**src/rtl/axi_lite_rr_arbiter_if.sv**
```systemverilog
// ----------------------------------------------------------------------------
// axi_lite_rr_arbiter_if
//   Bundles the request valids, routed response handshakes and grant outputs
//   of the AXI4-Lite round-robin arbiter.
//
//   arvalid_i / awvalid_i  per-master read / write address valids
//   rvalid_i / rready_i    R-channel handshake of the currently routed path
//   bvalid_i / bready_i    B-channel handshake of the currently routed path
//   grant_o                one-hot grant, all-zero when idle
//   grant_idx_o            index of the granted master (holds when idle)
//   rd_active_o            granted transaction is a read
//   wr_active_o            granted transaction is a write
//   timeout_o              one-cycle pulse on watchdog abort
//
//   Modports: slave  = arbiter side (consumes requests, produces grants)
//             master = requester / interconnect side
// ----------------------------------------------------------------------------
interface axi_lite_rr_arbiter_if #(
  parameter int NUM_MASTER = 2,
  parameter int IDXW       = $clog2(NUM_MASTER)
);
  logic [NUM_MASTER-1:0] arvalid_i;
  logic [NUM_MASTER-1:0] awvalid_i;
  logic                  rvalid_i;
  logic                  rready_i;
  logic                  bvalid_i;
  logic                  bready_i;
  logic [NUM_MASTER-1:0] grant_o;
  logic [IDXW-1:0]       grant_idx_o;
  logic                  rd_active_o;
  logic                  wr_active_o;
  logic                  timeout_o;

  modport slave (
    input  arvalid_i, awvalid_i, rvalid_i, rready_i, bvalid_i, bready_i,
    output grant_o, grant_idx_o, rd_active_o, wr_active_o, timeout_o
  );

  modport master (
    output arvalid_i, awvalid_i, rvalid_i, rready_i, bvalid_i, bready_i,
    input  grant_o, grant_idx_o, rd_active_o, wr_active_o, timeout_o
  );
endinterface

```
**src/rtl/axi_lite_rr_arbiter.sv**
```systemverilog
// ----------------------------------------------------------------------------
// axi_lite_rr_arbiter
//   Transaction-level round-robin scheduler for a shared AXI4-Lite path.
//   Grants one master and one transaction type at a time and holds the grant
//   until the matching response handshake completes, or until the watchdog
//   aborts a stalled transaction.
//
//   aclk      clock, all state on the rising edge
//   areset_n  asynchronous active-low reset
//   bus       axi_lite_rr_arbiter_if.slave (requests in, grants out)
//
//   All outputs are registered: a request sampled on one edge is granted on
//   that edge and becomes visible after it, and at least one IDLE cycle
//   separates consecutive grants so the datapath select settles first.
// ----------------------------------------------------------------------------
module axi_lite_rr_arbiter #(
  parameter int NUM_MASTER     = 2,
  parameter int TIMEOUT_CYCLES = 256
) (
  input  logic                 aclk,
  input  logic                 areset_n,
  axi_lite_rr_arbiter_if.slave bus
);

  localparam int IDXW = $clog2(NUM_MASTER);
  localparam int CW   = (TIMEOUT_CYCLES > 0) ? $clog2(TIMEOUT_CYCLES + 1) : 1;
  localparam logic [CW-1:0] CNT_LAST = CW'((TIMEOUT_CYCLES > 0) ? TIMEOUT_CYCLES - 1 : 0);
  localparam logic [CW-1:0] CNT_MAX  = CW'(TIMEOUT_CYCLES);

  typedef enum logic [1:0] {
    ST_IDLE  = 2'd0,
    ST_READ  = 2'd1,
    ST_WRITE = 2'd2
  } state_e;

  typedef enum logic {
    OP_READ  = 1'b0,
    OP_WRITE = 1'b1
  } op_e;

  state_e                state_q;
  op_e                   last_op_q;
  logic [IDXW-1:0]       ptr_q;
  logic [CW-1:0]         cnt_q;
  logic [NUM_MASTER-1:0] grant_q;
  logic [IDXW-1:0]       grant_idx_q;
  logic                  rd_active_q;
  logic                  wr_active_q;
  logic                  timeout_q;

  logic [NUM_MASTER-1:0] req;
  logic                  found;
  logic [IDXW-1:0]       win_idx;
  logic [IDXW-1:0]       cand_idx;
  logic                  win_rd;
  logic                  done;
  int                    cand;

  // Winner search: first requester after the pointer, wrapping around, so
  // the most recently served master has the lowest priority.
  always_comb begin
    // NOTE: every always_comb output gets a default before any branch;
    // a path that leaves one unassigned would infer a latch.
    req      = bus.arvalid_i | bus.awvalid_i;
    found    = 1'b0;
    win_idx  = '0;
    cand_idx = '0;
    cand     = 0;
    for (int off = 1; off <= NUM_MASTER; off++) begin
      cand     = (int'(ptr_q) + off) % NUM_MASTER;
      cand_idx = IDXW'(cand);
      if (!found && req[cand_idx]) begin
        found   = 1'b1;
        win_idx = cand_idx;
      end
    end

    // A master asking for both types alternates against the last served op.
    if (bus.arvalid_i[win_idx] && bus.awvalid_i[win_idx]) begin
      win_rd = (last_op_q == OP_WRITE);
    end else begin
      win_rd = bus.arvalid_i[win_idx];
    end

    // Responses of the other type (or any response while idle) are ignored.
    done = ((state_q == ST_READ)  && bus.rvalid_i && bus.rready_i) ||
           ((state_q == ST_WRITE) && bus.bvalid_i && bus.bready_i);
  end

  // NOTE: sequential state uses non-blocking assignments only, so every
  // register samples pre-edge values regardless of statement order.
  always_ff @(posedge aclk or negedge areset_n) begin
    if (!areset_n) begin
      // NOTE: only control state is reset; there is no storage array here.
      // Pointer starts at the last master so master 0 wins the first round.
      state_q     <= ST_IDLE;
      last_op_q   <= OP_WRITE;
      ptr_q       <= IDXW'(NUM_MASTER - 1);
      cnt_q       <= '0;
      grant_q     <= '0;
      grant_idx_q <= '0;
      rd_active_q <= 1'b0;
      wr_active_q <= 1'b0;
      timeout_q   <= 1'b0;
    end else begin
      timeout_q <= 1'b0;
      case (state_q)
        ST_IDLE: begin
          if (found) begin
            state_q     <= win_rd ? ST_READ : ST_WRITE;
            last_op_q   <= win_rd ? OP_READ : OP_WRITE;
            ptr_q       <= win_idx;
            cnt_q       <= '0;
            grant_q     <= NUM_MASTER'(1) << win_idx;
            grant_idx_q <= win_idx;
            rd_active_q <= win_rd;
            wr_active_q <= !win_rd;
          end
        end

        ST_READ, ST_WRITE: begin
          if (done) begin
            // Completion wins even on the cycle the watchdog limit is hit.
            state_q     <= ST_IDLE;
            grant_q     <= '0;
            rd_active_q <= 1'b0;
            wr_active_q <= 1'b0;
          end else if ((TIMEOUT_CYCLES > 0) && (cnt_q == CNT_LAST)) begin
            // Abort; the pointer stays on the aborted master so it drops to
            // lowest priority next round.
            state_q     <= ST_IDLE;
            grant_q     <= '0;
            rd_active_q <= 1'b0;
            wr_active_q <= 1'b0;
            timeout_q   <= 1'b1;
          end else if ((TIMEOUT_CYCLES > 0) && (cnt_q != CNT_MAX)) begin
            cnt_q <= cnt_q + CW'(1);
          end
        end

        default: begin
          state_q     <= ST_IDLE;
          grant_q     <= '0;
          rd_active_q <= 1'b0;
          wr_active_q <= 1'b0;
        end
      endcase
    end
  end

  assign bus.grant_o     = grant_q;
  assign bus.grant_idx_o = grant_idx_q;
  assign bus.rd_active_o = rd_active_q;
  assign bus.wr_active_o = wr_active_q;
  assign bus.timeout_o   = timeout_q;

endmodule

```
**src/flat_wrapper.sv**
```systemverilog
// flat-port wrapper written by rule: the top's interface ports become plain ports
module axi_lite_rr_arbiter_flat 
#(
  parameter int NUM_MASTER     = 2,
  parameter int TIMEOUT_CYCLES = 256
)
  (aclk, areset_n, bus_arvalid_i, bus_awvalid_i, bus_rvalid_i, bus_rready_i, bus_bvalid_i, bus_bready_i, bus_grant_o, bus_grant_idx_o, bus_rd_active_o, bus_wr_active_o, bus_timeout_o);
  axi_lite_rr_arbiter_if #(.NUM_MASTER(NUM_MASTER)) bus_i ();
  input  logic aclk;
  input  logic areset_n;
  input wire logic [$bits(bus_i.arvalid_i)-1:0] bus_arvalid_i;
  input wire logic [$bits(bus_i.awvalid_i)-1:0] bus_awvalid_i;
  input wire logic [$bits(bus_i.rvalid_i)-1:0] bus_rvalid_i;
  input wire logic [$bits(bus_i.rready_i)-1:0] bus_rready_i;
  input wire logic [$bits(bus_i.bvalid_i)-1:0] bus_bvalid_i;
  input wire logic [$bits(bus_i.bready_i)-1:0] bus_bready_i;
  output wire logic [$bits(bus_i.grant_o)-1:0] bus_grant_o;
  output wire logic [$bits(bus_i.grant_idx_o)-1:0] bus_grant_idx_o;
  output wire logic [$bits(bus_i.rd_active_o)-1:0] bus_rd_active_o;
  output wire logic [$bits(bus_i.wr_active_o)-1:0] bus_wr_active_o;
  output wire logic [$bits(bus_i.timeout_o)-1:0] bus_timeout_o;
  assign bus_i.arvalid_i = bus_arvalid_i;
  assign bus_i.awvalid_i = bus_awvalid_i;
  assign bus_i.rvalid_i = bus_rvalid_i;
  assign bus_i.rready_i = bus_rready_i;
  assign bus_i.bvalid_i = bus_bvalid_i;
  assign bus_i.bready_i = bus_bready_i;
  assign bus_grant_o = bus_i.grant_o;
  assign bus_grant_idx_o = bus_i.grant_idx_o;
  assign bus_rd_active_o = bus_i.rd_active_o;
  assign bus_wr_active_o = bus_i.wr_active_o;
  assign bus_timeout_o = bus_i.timeout_o;
  axi_lite_rr_arbiter #(.NUM_MASTER(NUM_MASTER), .TIMEOUT_CYCLES(TIMEOUT_CYCLES)) u_core (.aclk(aclk), .areset_n(areset_n), .bus(bus_i));
endmodule
```
**config.mk**
```make
export PLATFORM = sky130hd
export DESIGN_NAME = axi_lite_rr_arbiter_flat
export DESIGN_NICKNAME = d
export VERILOG_FILES = /design/src/rtl/axi_lite_rr_arbiter_if.sv /design/src/rtl/axi_lite_rr_arbiter.sv /design/src/flat_wrapper.sv
export SDC_FILE = /design/constraint.sdc
export NUM_CORES = 1
export LEC_CHECK = 0
export BUFFER_PORTS_ARGS = -buffer_cell sky130_fd_sc_hd__buf_2
export CORE_UTILIZATION = 54
export CTS_CLUSTER_DIAMETER = 50
export DETAILED_ROUTE_END_ITERATION = 8
export HOLD_SLACK_MARGIN = 0.08
export PLACE_DENSITY = 0.77
export SYNTH_ARGS = -nofsm -noshare
export SYNTH_HDL_FRONTEND = slang
export SYNTH_SLANG_ARGS = --single-unit
```
**constraint.sdc**
```tcl
create_clock -name aclk -period 2.25 [get_ports aclk]
set_input_delay 0.225 -clock aclk [delete_from_list [all_inputs] [get_ports aclk]]
set_output_delay 0.225 -clock aclk [all_outputs]
set_load 0.005 [all_outputs]
```
Yosys cells after proc, flatten, opt, wreduce, memory -nomap -nowiden
Index checks and enable logic that the tools add are counted.
- $add $sub $neg: 3
- $lt $le $gt $ge: 3
- equal/unequal tests: 9
- shifts and indexed selects: 1
- mux-type cells: 35
- bitwise operators: 1
- reductions and logical operators: 15
- operators by type and width (cell ; count):
    $mux 9 ; 4
    $mux 1 ; 21
    $pmux 9 s2 ; 1
    $mux 2 ; 5
    $add 9x1->9 const B ; 1
    $eq 9x8->1 const B ; 1
    $ne 9x9->1 const B ; 1
    $pmux 2 s2 ; 2
    $logic_and 1x1->1 ; 6
    $lt 1x2->1 const B ; 3
    $reduce_and 5->1 ; 1
    $ne 2x1->1 const B ; 2
    $ne 2x2->1 const B ; 2
    $pmux 1 s2 ; 2
    $reduce_and 2->1 ; 2
    $ne 3x1->1 const B ; 1
    $add 1x1->1 const B ; 2
    $eq 2x1->1 const B ; 1
    $eq 2x2->1 const B ; 1
    $logic_not 1->1 ; 2
    $logic_not 2->1 ; 1
    $or 2x2->2 ; 1
    $reduce_bool 2->1 ; 1
    $reduce_or 2->1 ; 1
    2 further kinds ; 2
- register bits after elaboration: 19
- input bits: 10
- output and inout port bits: 6
- logic and storage cells: 76

Depth between registers and ports, before layout
Gate-level depths: netlist of run 1.
- depth after elaboration: 14
- depth in mapped cells: 9
- depth with buffers taken out: 9

Worst setup path before layout of run 1
Ideal clock, no wire load.
- kind: reg-to-reg
- start: reg u_core.cnt_q[0]
- end: reg u_core.cnt_q[6]
- library setup time: 0.076 ns
- data arrival time: 2.014 ns
- required time: 2.174 ns
- path slack: 0.159 ns
- stages on the path, launching flop included: 10
- path buffers: 0
- period minus slack after synthesis: 2.091 ns
- path through: dfrtp_1 ha_1 nand3_1 nor2_1 ha_1 and2_1 a211oi_2 nand4_1 or4_1 o21ai_1
- longest elaborated chain between the ends: 5
- elaborated cells on any way between the ends: 10
- those cells by class: add/sub (1); eq/ne (4); mux (4); reduce/logical (1)
- RTL lines (item ; RTL line ; source):
    start, declared ; axi_lite_rr_arbiter.sv:44 ; logic [CW-1:0] cnt_q;
    start signal, assigned ; axi_lite_rr_arbiter.sv:137 ; cnt_q <= cnt_q + CW'(1);
    $add 9x1->9 ; axi_lite_rr_arbiter.sv:137 ;
    $mux 9 ; axi_lite_rr_arbiter.sv:136 ; end else if ((TIMEOUT_CYCLES > 0) && (cnt_q != CNT_MAX)) begin
    $mux 9 ; axi_lite_rr_arbiter.sv:128 ; end else if ((TIMEOUT_CYCLES > 0) && (cnt_q == CNT_LAST)) begin
    $mux 9 ; axi_lite_rr_arbiter.sv:122 ; if (done) begin
    $pmux 9 s2 ; axi_lite_rr_arbiter.sv:107 ; case (state_q)
Several ways; a longest one is shown, not always the timed one. The select of a mux whose other input is x is not followed.
A chain may end at the register's enable or synchronous reset.

Worst setup path in the final report of run 1
Same ends and word-level chain as after synthesis.

==> out/results.tsv, run 1 <==
metric	value	unit
layout_commonest_cell	nand2_1	
grt_max_degree	18	
reg2regPathDepth	9	
dieArea	0.00205	sq mm
leakage	0.576	nW
grt_busiest_layer	met2	
finalSetupViolCount	0	
r2r-start	u_core.cnt_q[0]$_DFFE_PN0P_	
via_per_inst	5.65	
grtUsageTotal	25.4	%
start_kind	register	
holdCritPathClass	input port to register	
layout.nets	159	
netlist_instances	114	
setup_ws	0.141	ns
path_class	register to register	
antenna_found_initial	0	
setup_tns	0	ns
area_growth	24.2	%
synth_seq_cells	17	
power.density	1030	mW/mm^2
numCtsBuffers	3	
required	2.47	ns
synth_fp_nets	130	
cts_max_level	1	
instances_no_fill	167	
ioPinCount	16	
rrSetupSlack	0.14	ns
met1_usage	32.7	%
place.gp.congestion	0.870	
synth_cell_type_count	28	
first_global_vias	848	
mostFrequentLayoutCells	nand2_1 (17), buf_2 (15), dfrtp_1 (14)	
die-height	45.2	microns
start_util	57.8	%
overflow	0	
avgSynthCellArea	8.86	sq um
yosys_warnings	0	
die_x	45.2	microns
wl_per_cell	12.9	microns
dpl.cell_count	158	
crit_path_end_kind	register	
design.core.area	0.00175	sq mm
io_buffers	15	
post-route-period-util	93.7	%
drtIter0Drc	31	
outcome	complete, no violations	
ant_nets	0	
cts.sinks	17	
cts_tree	yes	
netlist_area	0.00101	sq mm
grt_first_pass_wirelength	3.62	mm
place_ws	-0.0624	ns
rows	15	
drv_cap	0	
maxSlewViolCount	0	
max_slew_margin	76.0	%
crit_fanout	6	
max_slew.worst_pin.slew	0.356	ns
antenna_cells	0	
reg2reg_to	u_core.cnt_q[6]$_DFFE_PN0P_	
use_met2	41.4	%
holdWs	0.311	ns
clockRootBuffer	clkbuf_4	
firstDrtPassIters	4	
clock_latency	0.28	ns
min_path_cells	3	
final.setup_skew	0.000940	ns
fin_crit	2.11	ns
via_count	943	
peakVddDrop	0.000668	V
hold_path_end	u_core.ptr_q$_DFFE_PN1P_	
drive_gt1_share	27.5	%
hold_viol_final	0	
final_util	71.8	%
ctsLongestPathBuffers	2	
drc_errors	0	
cp.arrival	2.33	ns
rsz0062_at_grt	no	
routed_wl	2.15	mm
hp-start	bus_awvalid_i[1]	
dpl.hpwl	1.62	mm
ys_seq_area_share	42.4	%
use_met3	7.20	%
cts.clk_slew.worst_paths	0.09	ns
fmax	0.474	GHz
-- state kept, by name, indices dropped and copies added, names as in the netlist --
register and count:
u_core.cnt_q 9, u_core.bus.grant_o 2, u_core.bus.grant_idx_o 1, u_core.bus.rd_active_o 1, u_core.bus.timeout_o 1, u_core.bus.wr_active_o 1
u_core.last_op_q 1, u_core.ptr_q 1
-- power breakdown --
group,internal [mW],total (mW),switching [mW]
Combinational,0.269,0.676,0.407
Clock,0.0689,0.155,0.0865
Sequential,0.397,0.455,0.0583
-- per-stage QoR --
stage	area (sq um)	power, mW
floorplan	1010	0.883
global placement	1140	1.05
finish	1250	1.29
global route	1250	1.40
CTS	1190	1.25
detailed placement	1140	1.07
-- how the worst max path moves through the flow --
stage                                      from                     endpoint  slack (ns)
floorplan           u_core.cnt_q[0]$_DFFE_PN0P_  u_core.cnt_q[6]$_DFFE_PN0P_        0.16
global placement    u_core.cnt_q[0]$_DFFE_PN0P_  u_core.cnt_q[5]$_DFFE_PN0P_        0.06
detailed placement  u_core.cnt_q[1]$_DFFE_PN0P_  u_core.cnt_q[4]$_DFFE_PN0P_       -0.06
CTS                 u_core.cnt_q[1]$_DFFE_PN0P_  u_core.cnt_q[4]$_DFFE_PN0P_        0.02
global route        u_core.cnt_q[0]$_DFFE_PN0P_  u_core.cnt_q[6]$_DFFE_PN0P_       0.001
finish              u_core.cnt_q[0]$_DFFE_PN0P_  u_core.cnt_q[6]$_DFFE_PN0P_        0.14
-- cells by family (layout without fill, tap and decap cells) --
| group | after synthesis | after routing | share of synthesized area (%) |
|---|---|---|---|
| flip-flops | 17 | 17 | 42.4 |
| AND/OR/NAND/NOR | 48 | 48 | 26.0 |
| buffers and inverters | 11 | 39 | 4.96 |
| AO/OA/AOI/OAI | 32 | 32 | 19.2 |
| adder cells (fa/ha/maj) | 6 | 6 | 7.43 |
-- critical path, cell delays in order (launching register included) --
cell and delay [ns]:
dfrtp_1 0.44, ha_4 0.19, nand3_1 0.06, nor2_1 0.04, ha_2 0.19, and2_4 0.15, a211oi_4 0.31, nand4_1 0.16
or4_1 0.41, o21ai_1 0.08
-- timing repair --
action / 4_1_cts / 5_1_grt
pin swaps: 1 / 4
resized for setup: 1 / 8
hold buffers: 1 / 0
endpoints found under the hold margin: 15 / 0
cloned: 0 / 0
setup endpoints to repair: 4 / 6
setup buffers: 0 / 4
-- Yosys cell counts (all sizes together) --
library cell | instances | area [sq um]
nand3 | 5 | 25.0
o211ai | 2 | 15.0
nor4 | 1 | 21.3
a211oi | 1 | 12.5
inv | 9 | 33.8
dfrtp | 15 | 375
dfstp | 2 | 52.6
nor2 | 8 | 37.5
nand2b | 3 | 18.8
a21o | 1 | 7.51
nor4b | 2 | 17.5
a21oi | 4 | 20.0
or3 | 3 | 18.8
a31oi | 1 | 6.26
or4 | 3 | 22.5
ha | 6 | 75.1
o31ai | 3 | 22.5
o21ai | 17 | 85.1
a22o | 2 | 17.5
nand2 | 17 | 63.8
nand4 | 3 | 18.8
buf | 2 | 16.3
and3 | 2 | 12.5
a22oi | 1 | 7.51
and2 | 1 | 6.26
-- routing by layer --
metal,share of wire [%],wire length [microns],up-vias
met2,48,1030,36
li1,-,-,467
met5,0,0,-
met3,6.8,146,4
met4,0.84,18,0
met1,44,954,436
-- final cells by class --
class / instances / area, sq um
Multi-Input combinational cell: 86 / 573
Fill cell: 143 / 492
Sequential cell: 17 / 429
Timing Repair Buffer: 26 / 160
Inverter: 9 / 33.8
Tap cell: 25 / 31.3
Clock buffer: 4 / 26.3
No activity file was read; power rests on OpenSTA's default activity.
==> run 2: changes to the inputs <==
CTS_CLUSTER_DIAMETER = default   (was 50)
REMOVE_ABC_BUFFERS = 1   (was default)
==> run 2 against run 1 <==
  * Hold slack lost 0.0027 ns
  * Via count grew 5.8%
  * Critical path depth is the same
  * Flip-flop and latch count is the same
  * Sequential power is essentially flat
  * Count of clock-buffer cells in the layout is the same
  * Die area is the same
  * Clock skew grew 0.0014 ns
  * Cell area grew 0.70%
  * Sequential share of layout area shrank 0.34 points
  * Highest routed layer unchanged
==> out/results.tsv, run 2 (synthesized netlist as in run 1, its figures left out) <==
metric	value	unit	change
setup_tns	0	ns	unchanged
fin_crit	2.20	ns	was 2.11 ns
grt_first_pass_wirelength	3.48	mm	was 3.62 mm
wl_per_cell	14.1	microns	was 12.9 microns
max_slew.worst_pin.slew	0.379	ns	was 0.356 ns
final_area	0.00126	sq mm	was 0.00125 sq mm
cts_tree	yes		unchanged
path_class	register to register		unchanged
final.setup_skew	0.00238	ns	was 0.000940 ns
ctsLongestPathBuffers	2		unchanged
routed_wl	2.40	mm	was 2.15 mm
layout_commonest_cell	nand2_1		unchanged
rrSetupSlack	0.05	ns	was 0.14 ns
holdWs	0.308	ns	was 0.311 ns
place_ws	-0.0343	ns	was -0.0624 ns
design.core.area	0.00175	sq mm	unchanged
crit_path_end_kind	register		unchanged
drc_errors	0		unchanged
fmax	0.454	GHz	was 0.474 GHz
io_buffers	15		unchanged
layout.nets	162		was 159
maxSlewViolCount	0		unchanged
r2r-start	u_core.cnt_q[4]$_DFFE_PN0P_		was u_core.cnt_q[0]$_DFFE_PN0P_
crit_family	simple AND/OR/NAND/NOR gates		unchanged
instances_no_fill	170		was 167
post-route-period-util	97.8	%	was 93.7%
finalSetupViolCount	0		unchanged
dpl.cell_count	158		unchanged
max_slew_margin	74.7	%	was 76.0%
leakage	0.588	nW	was 0.576 nW
power.density	1050	mW/mm^2	was 1030 mW/mm^2
rows	15		unchanged
antenna_found_initial	0		unchanged
area_growth	25.0	%	was 24.2%
place.gp.congestion	0.841		was 0.870
holdCritPathClass	input port to register		unchanged
overflow	0		unchanged
drtIter0Drc	43		was 31
cts.clk_slew.worst_paths	0.09	ns	about the same
post_dp_cell_area	0.00114	sq mm	unchanged
path_buf_inv	0		unchanged
drive_gt1_share	29.0	%	was 27.5%
cts_max_level	1		unchanged
antenna_cells	0		unchanged
reg2reg_to	u_core.cnt_q[5]$_DFFE_PN0P_		was u_core.cnt_q[6]$_DFFE_PN0P_
reg2regPathDepth	9		unchanged
firstDrtPassIters	4		unchanged
die-height	45.2	microns	unchanged
peakVddDrop	0.000619	V	was 0.000668 V
mostFrequentLayoutCells	nand2_1 (17), buf_2 (15), dfrtp_1 (15)		was nand2_1 (17), buf_2 (15), dfrtp_1 (14)
numCtsBuffers	3		unchanged
worstPathCellList	and3_4, nand2_1, nor2_1, ha_2, and2_4, a211oi_4, nand4_1, or3_4, a21oi_2		was ha_4, nand3_1, nor2_1, ha_2, and2_4, a211oi_4, nand4_1, or4_1, o21ai_1
start_kind	register		unchanged
ioPinCount	16		unchanged
ant_nets	0		unchanged
drv_cap	0		unchanged
crit_fanout	6		unchanged
hp-start	bus_awvalid_i[1]		unchanged
top_register	u_core.cnt_q		unchanged
finalPower	1.33	mW	was 1.29 mW
hold_viol_final	0		unchanged
start_util	57.8	%	unchanged
outcome	complete, no violations		unchanged
dpl.hpwl	1.63	mm	was 1.62 mm
setup_ws	0.0485	ns	was 0.141 ns
largest_register_ffs	9		unchanged
min_path_cells	3		unchanged
via_count	998		was 943
clock_latency	0.29	ns	was 0.28 ns
clockRootBuffer	clkbuf_4		unchanged
crit_slowest_cell	dfrtp_1		unchanged
cp.arrival	2.43	ns	was 2.33 ns
hold_path_end	u_core.bus.grant_idx_o$_DFFE_PN0P_		was u_core.ptr_q$_DFFE_PN1P_
crit_path_max_incr_delay	0.41	ns	was 0.44 ns
cts.sinks	17		unchanged
grt_max_degree	18		unchanged
die_x	45.2	microns	unchanged
required	2.48	ns	was 2.47 ns
first_global_vias	789		was 848
dieArea	0.00205	sq mm	unchanged
grtUsageTotal	24.2	%	was 25.4%
final_util	72.3	%	was 71.8%
via_per_inst	5.87		was 5.65
==> run 2: worst max-delay path by stage <==
| stage | start | end | slack, ns | depth (start not counted) |
|---|---|---|---|---|
| 2_1_floorplan | u_core.cnt_q[0]$_DFFE_PN0P_ | u_core.cnt_q[6]$_DFFE_PN0P_ | 0.16 | 9 |
| 3_3_place_gp | u_core.cnt_q[0]$_DFFE_PN0P_ | u_core.cnt_q[5]$_DFFE_PN0P_ | 0.08 | 9 |
| 3_5_place_dp | u_core.cnt_q[0]$_DFFE_PN0P_ | u_core.cnt_q[5]$_DFFE_PN0P_ | -0.03 | 9 |
| 4_1_cts | u_core.cnt_q[0]$_DFFE_PN0P_ | u_core.cnt_q[5]$_DFFE_PN0P_ | 0.05 | 9 |
| 5_1_grt | u_core.cnt_q[5]$_DFFE_PN0P_ | u_core.cnt_q[5]$_DFFE_PN0P_ | -0.06 | 9 |
| 6_report | u_core.cnt_q[4]$_DFFE_PN0P_ | u_core.cnt_q[5]$_DFFE_PN0P_ | 0.05 | 9 |
==> run 2: repair_timing <==
item	4_1_cts	5_1_grt
cloned	0	0
resized for setup	1	6
hold buffers	1	0
endpoints found under the hold margin	15	0
setup endpoints to repair	2	5
buffers inserted	0	7
pin swaps	1	3
==> run 2: routing by layer <==
layer | routed length [microns] | vias to the layer above | global-route usage (%) | part of all wire (%)
li1 | - | 472 | - | -
met1 | 1060 | 469 | 34.1 | 44
met2 | 1170 | 51 | 37.7 | 49
met3 | 136 | 6 | 3.60 | 5.7
met4 | 32 | 0 | 9.09 | 1.3
met5 | 0 | - | 0 | 0
==> run 2: report_power, final <==
| part | switching, mW | internal (mW) | total [mW] |
|---|---|---|---|
| logic | 0.422 | 0.293 | 0.716 |
| clock network | 0.0937 | 0.0690 | 0.163 |
| registers | 0.0562 | 0.396 | 0.452 |
| total | 0.572 | 0.758 | 1.33 |
==> run 2: worst min-delay path: cells and delay by family <==
family,cells,cell delay [ns]
AOI/OAI and AO/OA,1,0.14
and+or+nand+nor,1,0.08
buffers and inverters,1,0.13
==> run 2: area by class of cell <==
class / count / area [sq um]
clock buffers: 4 / 26.3
fillers: 139 / 483
flip-flops and latches: 17 / 428
repair buffers: 29 / 183
inverters: 9 / 33.8
well taps: 25 / 31.3
multi-input cells: 86 / 561
==> run 3: changes to the inputs <==
PLACE_DENSITY = 0.85   (was 0.77)
==> run 3 against run 2 <==
  * Critical endpoint is now u_core.cnt_q[6]$_DFFE_PN0P_
  * Critical path depth is the same
  * Hold slack lost 0.027 ns
  * Power decreased by 3.1%
  * Global-route usage increased by 1.0 points
  * Maximum frequency increased by 2.1%
  * Utilization shrank 3.3 points
  * Non-clock buffer count shrank 6
  * Cell area is 4.6% lower
  * Clock skew is 0.00088 ns lower
==> out/results.tsv, run 3 (synthesized netlist as in run 1, its figures left out) <==
metric	value	unit	change
clock_latency	0.30	ns	was 0.29 ns
crit_path_max_incr_delay	0.42	ns	was 0.41 ns
layout.nets	156		was 162
swShare	44.1	%	was 43.0%
outcome	complete, no violations		unchanged
comb_power_share	51.7	%	was 53.8%
drc_errors	0		unchanged
overflow	0		unchanged
instances_no_fill	164		was 170
final_area	0.00120	sq mm	was 0.00126 sq mm
p_int	0.721	mW	was 0.758 mW
holdCritPathClass	input port to register		unchanged
final.setup_skew	0.00150	ns	was 0.00238 ns
layout_commonest_cell	nand2_1		unchanged
clkPwrFrac	12.9	%	was 12.2%
maxSlewViolCount	0		unchanged
io_buffers	15		unchanged
start_util	57.8	%	unchanged
hp-start	bus_awvalid_i[1]		unchanged
final_util	69.0	%	was 72.3%
cts_tree	yes		unchanged
via_count	968		was 998
area_growth	19.3	%	was 25.0%
holdWs	0.281	ns	was 0.308 ns
grtUsageTotal	25.3	%	was 24.2%
max_slew.worst_pin.slew	0.422	ns	was 0.379 ns
fill_cells	154		was 139
die_x	45.2	microns	unchanged
fmax	0.464	GHz	was 0.454 GHz
cts_max_level	1		unchanged
design.core.area	0.00175	sq mm	unchanged
antenna_found_initial	0		unchanged
grt_first_pass_wirelength	3.68	mm	was 3.48 mm
crit_slowest_cell	dfrtp_1		unchanged
ctsLongestPathBuffers	2		unchanged
via_per_inst	5.90		was 5.87
antenna_cells	0		unchanged
r2r-start	u_core.cnt_q[0]$_DFFE_PN0P_		was u_core.cnt_q[4]$_DFFE_PN0P_
start_kind	register		unchanged
place.gp.congestion	0.855		was 0.841
required	2.48	ns	about the same
cp.arrival	2.39	ns	was 2.43 ns
peakVddDrop	0.000720	V	was 0.000619 V
die-height	45.2	microns	unchanged
clockRootBuffer	clkbuf_4		unchanged
rrSetupSlack	0.09	ns	was 0.05 ns
ioPinCount	16		unchanged
cts.sinks	17		unchanged
fin_crit	2.16	ns	was 2.20 ns
cts.clk_slew.worst_paths	0.09	ns	about the same
dpl.hpwl	1.64	mm	was 1.63 mm
hold_viol_final	0		unchanged
top_register	u_core.cnt_q		unchanged
dieArea	0.00205	sq mm	unchanged
grt_max_degree	18		unchanged
ant_nets	0		unchanged
post_dp_cell_area	0.00114	sq mm	about the same
worstPathCellList	ha_2, nand3_1, nor2_1, ha_1, and2_4, a211oi_4, nand4_1, or4_1, o21ai_1		was and3_4, nand2_1, nor2_1, ha_2, and2_4, a211oi_4, nand4_1, or3_4, a21oi_2
finalSetupViolCount	0		unchanged
crit_path_end_kind	register		unchanged
pwr-share-seq	35.4	%	was 34.0%
rows	15		unchanged
leakage	0.558	nW	was 0.588 nW
crit_fanout	6		unchanged
routed_wl	2.31	mm	was 2.40 mm
firstDrtPassIters	4		unchanged
wl_per_cell	14.1	microns	about the same
power.switching	0.569	mW	was 0.572 mW
largest_register_ffs	9		unchanged
mostFrequentLayoutCells	nand2_1 (17), buf_2 (15), dfrtp_1 (15)		unchanged
max_slew_margin	71.7	%	was 74.7%
path_class	register to register		unchanged
post-route-period-util	95.8	%	was 97.8%
first_global_vias	850		was 789
power.density	1070	mW/mm^2	was 1050 mW/mm^2
drv_cap	0		unchanged
finalPower	1.29	mW	was 1.33 mW
drtIter0Drc	49		was 43
dpl.cell_count	157		was 158
drive_gt1_share	23.7	%	was 29.0%
crit_start	u_core.cnt_q[0]$_DFFE_PN0P_		was u_core.cnt_q[4]$_DFFE_PN0P_
numCtsBuffers	3		unchanged
[run 3: cell count changes in the layout (fill, tap and decap cells not counted), sizes merged]
cell  change
buf       -6
[run 3: worst paths after layout]
check / end / cells past startpoint
setup / recovery: u_core.cnt_q[6]$_DFFE_PN0P_ / 9
hold / removal: u_core.ptr_q$_DFFE_PN1P_ / 3
setup reg to reg: u_core.cnt_q[6]$_DFFE_PN0P_ / 9
hold reg to reg: u_core.bus.grant_o[1]$_DFFE_PN0P_ / 2
max in group asynchronous: u_core.last_op_q$_DFFE_PN1P_ / 2
min in group asynchronous: u_core.cnt_q[4]$_DFFE_PN0P_ / 2
[run 3: what timing repair did]
action                                  4_1_cts  5_1_grt
setup buffers                                 0        2
hold buffers                                  1        0
hold endpoints to repair                     15        0
pin swaps                                     0        3
endpoints found under the setup margin        3        6
resized for setup                             1        3
[run 3: final cells by class]
class | instances | area (sq um) | area share [%]
Sequential cell | 17 | 428 | 35.5
Timing Repair Buffer | 23 | 138 | 11.4
Inverter | 9 | 33.8 | 2.80
Clock buffer | 4 | 26.3 | 2.18
Tap cell | 25 | 31.3 | 2.60
Multi-Input combinational cell | 86 | 548 | 45.5
[run 3: worst max-delay path, delay by kind of cell (launching register included)]
kind / cells / cell delay, ns
simple gates: 5 / 0.88
fa+ha+maj: 2 / 0.44
flops: 1 / 0.42
compound gates: 2 / 0.35
[run 3: power by group through the flow]
| stage | registers [mW] | logic (mW) | clock network (mW) |
|---|---|---|---|
| 2_1_floorplan | 0.454 | 0.404 | 0 |
| 3_3_place_gp | 0.452 | 0.577 | 0 |
| 3_5_place_dp | 0.462 | 0.604 | 0 |
| 4_1_cts | 0.456 | 0.631 | 0.167 |
| 5_1_grt | 0.464 | 0.752 | 0.180 |
| 6_report | 0.457 | 0.667 | 0.167 |
[run 3: stage by stage]
| stage | TNS, ns | setup WS [ns] |
|---|---|---|
| floorplan | 0 | 0.159 |
| global placement | 0 | 0.0888 |
| detailed placement | -0.0422 | -0.0246 |
| CTS | 0 | 0.00830 |
| global route | -0.130 | -0.0666 |
| finish | 0 | 0.0944 |
[run 3: routing by layer]
layer	GRT usage, %	vias to the layer above	share of wire [%]
met4	12.7	0	2.5
met1	34.4	448	44
met5	0	-	0
met2	39.1	47	47
li1	-	464	-
met3	3.60	9	6.3
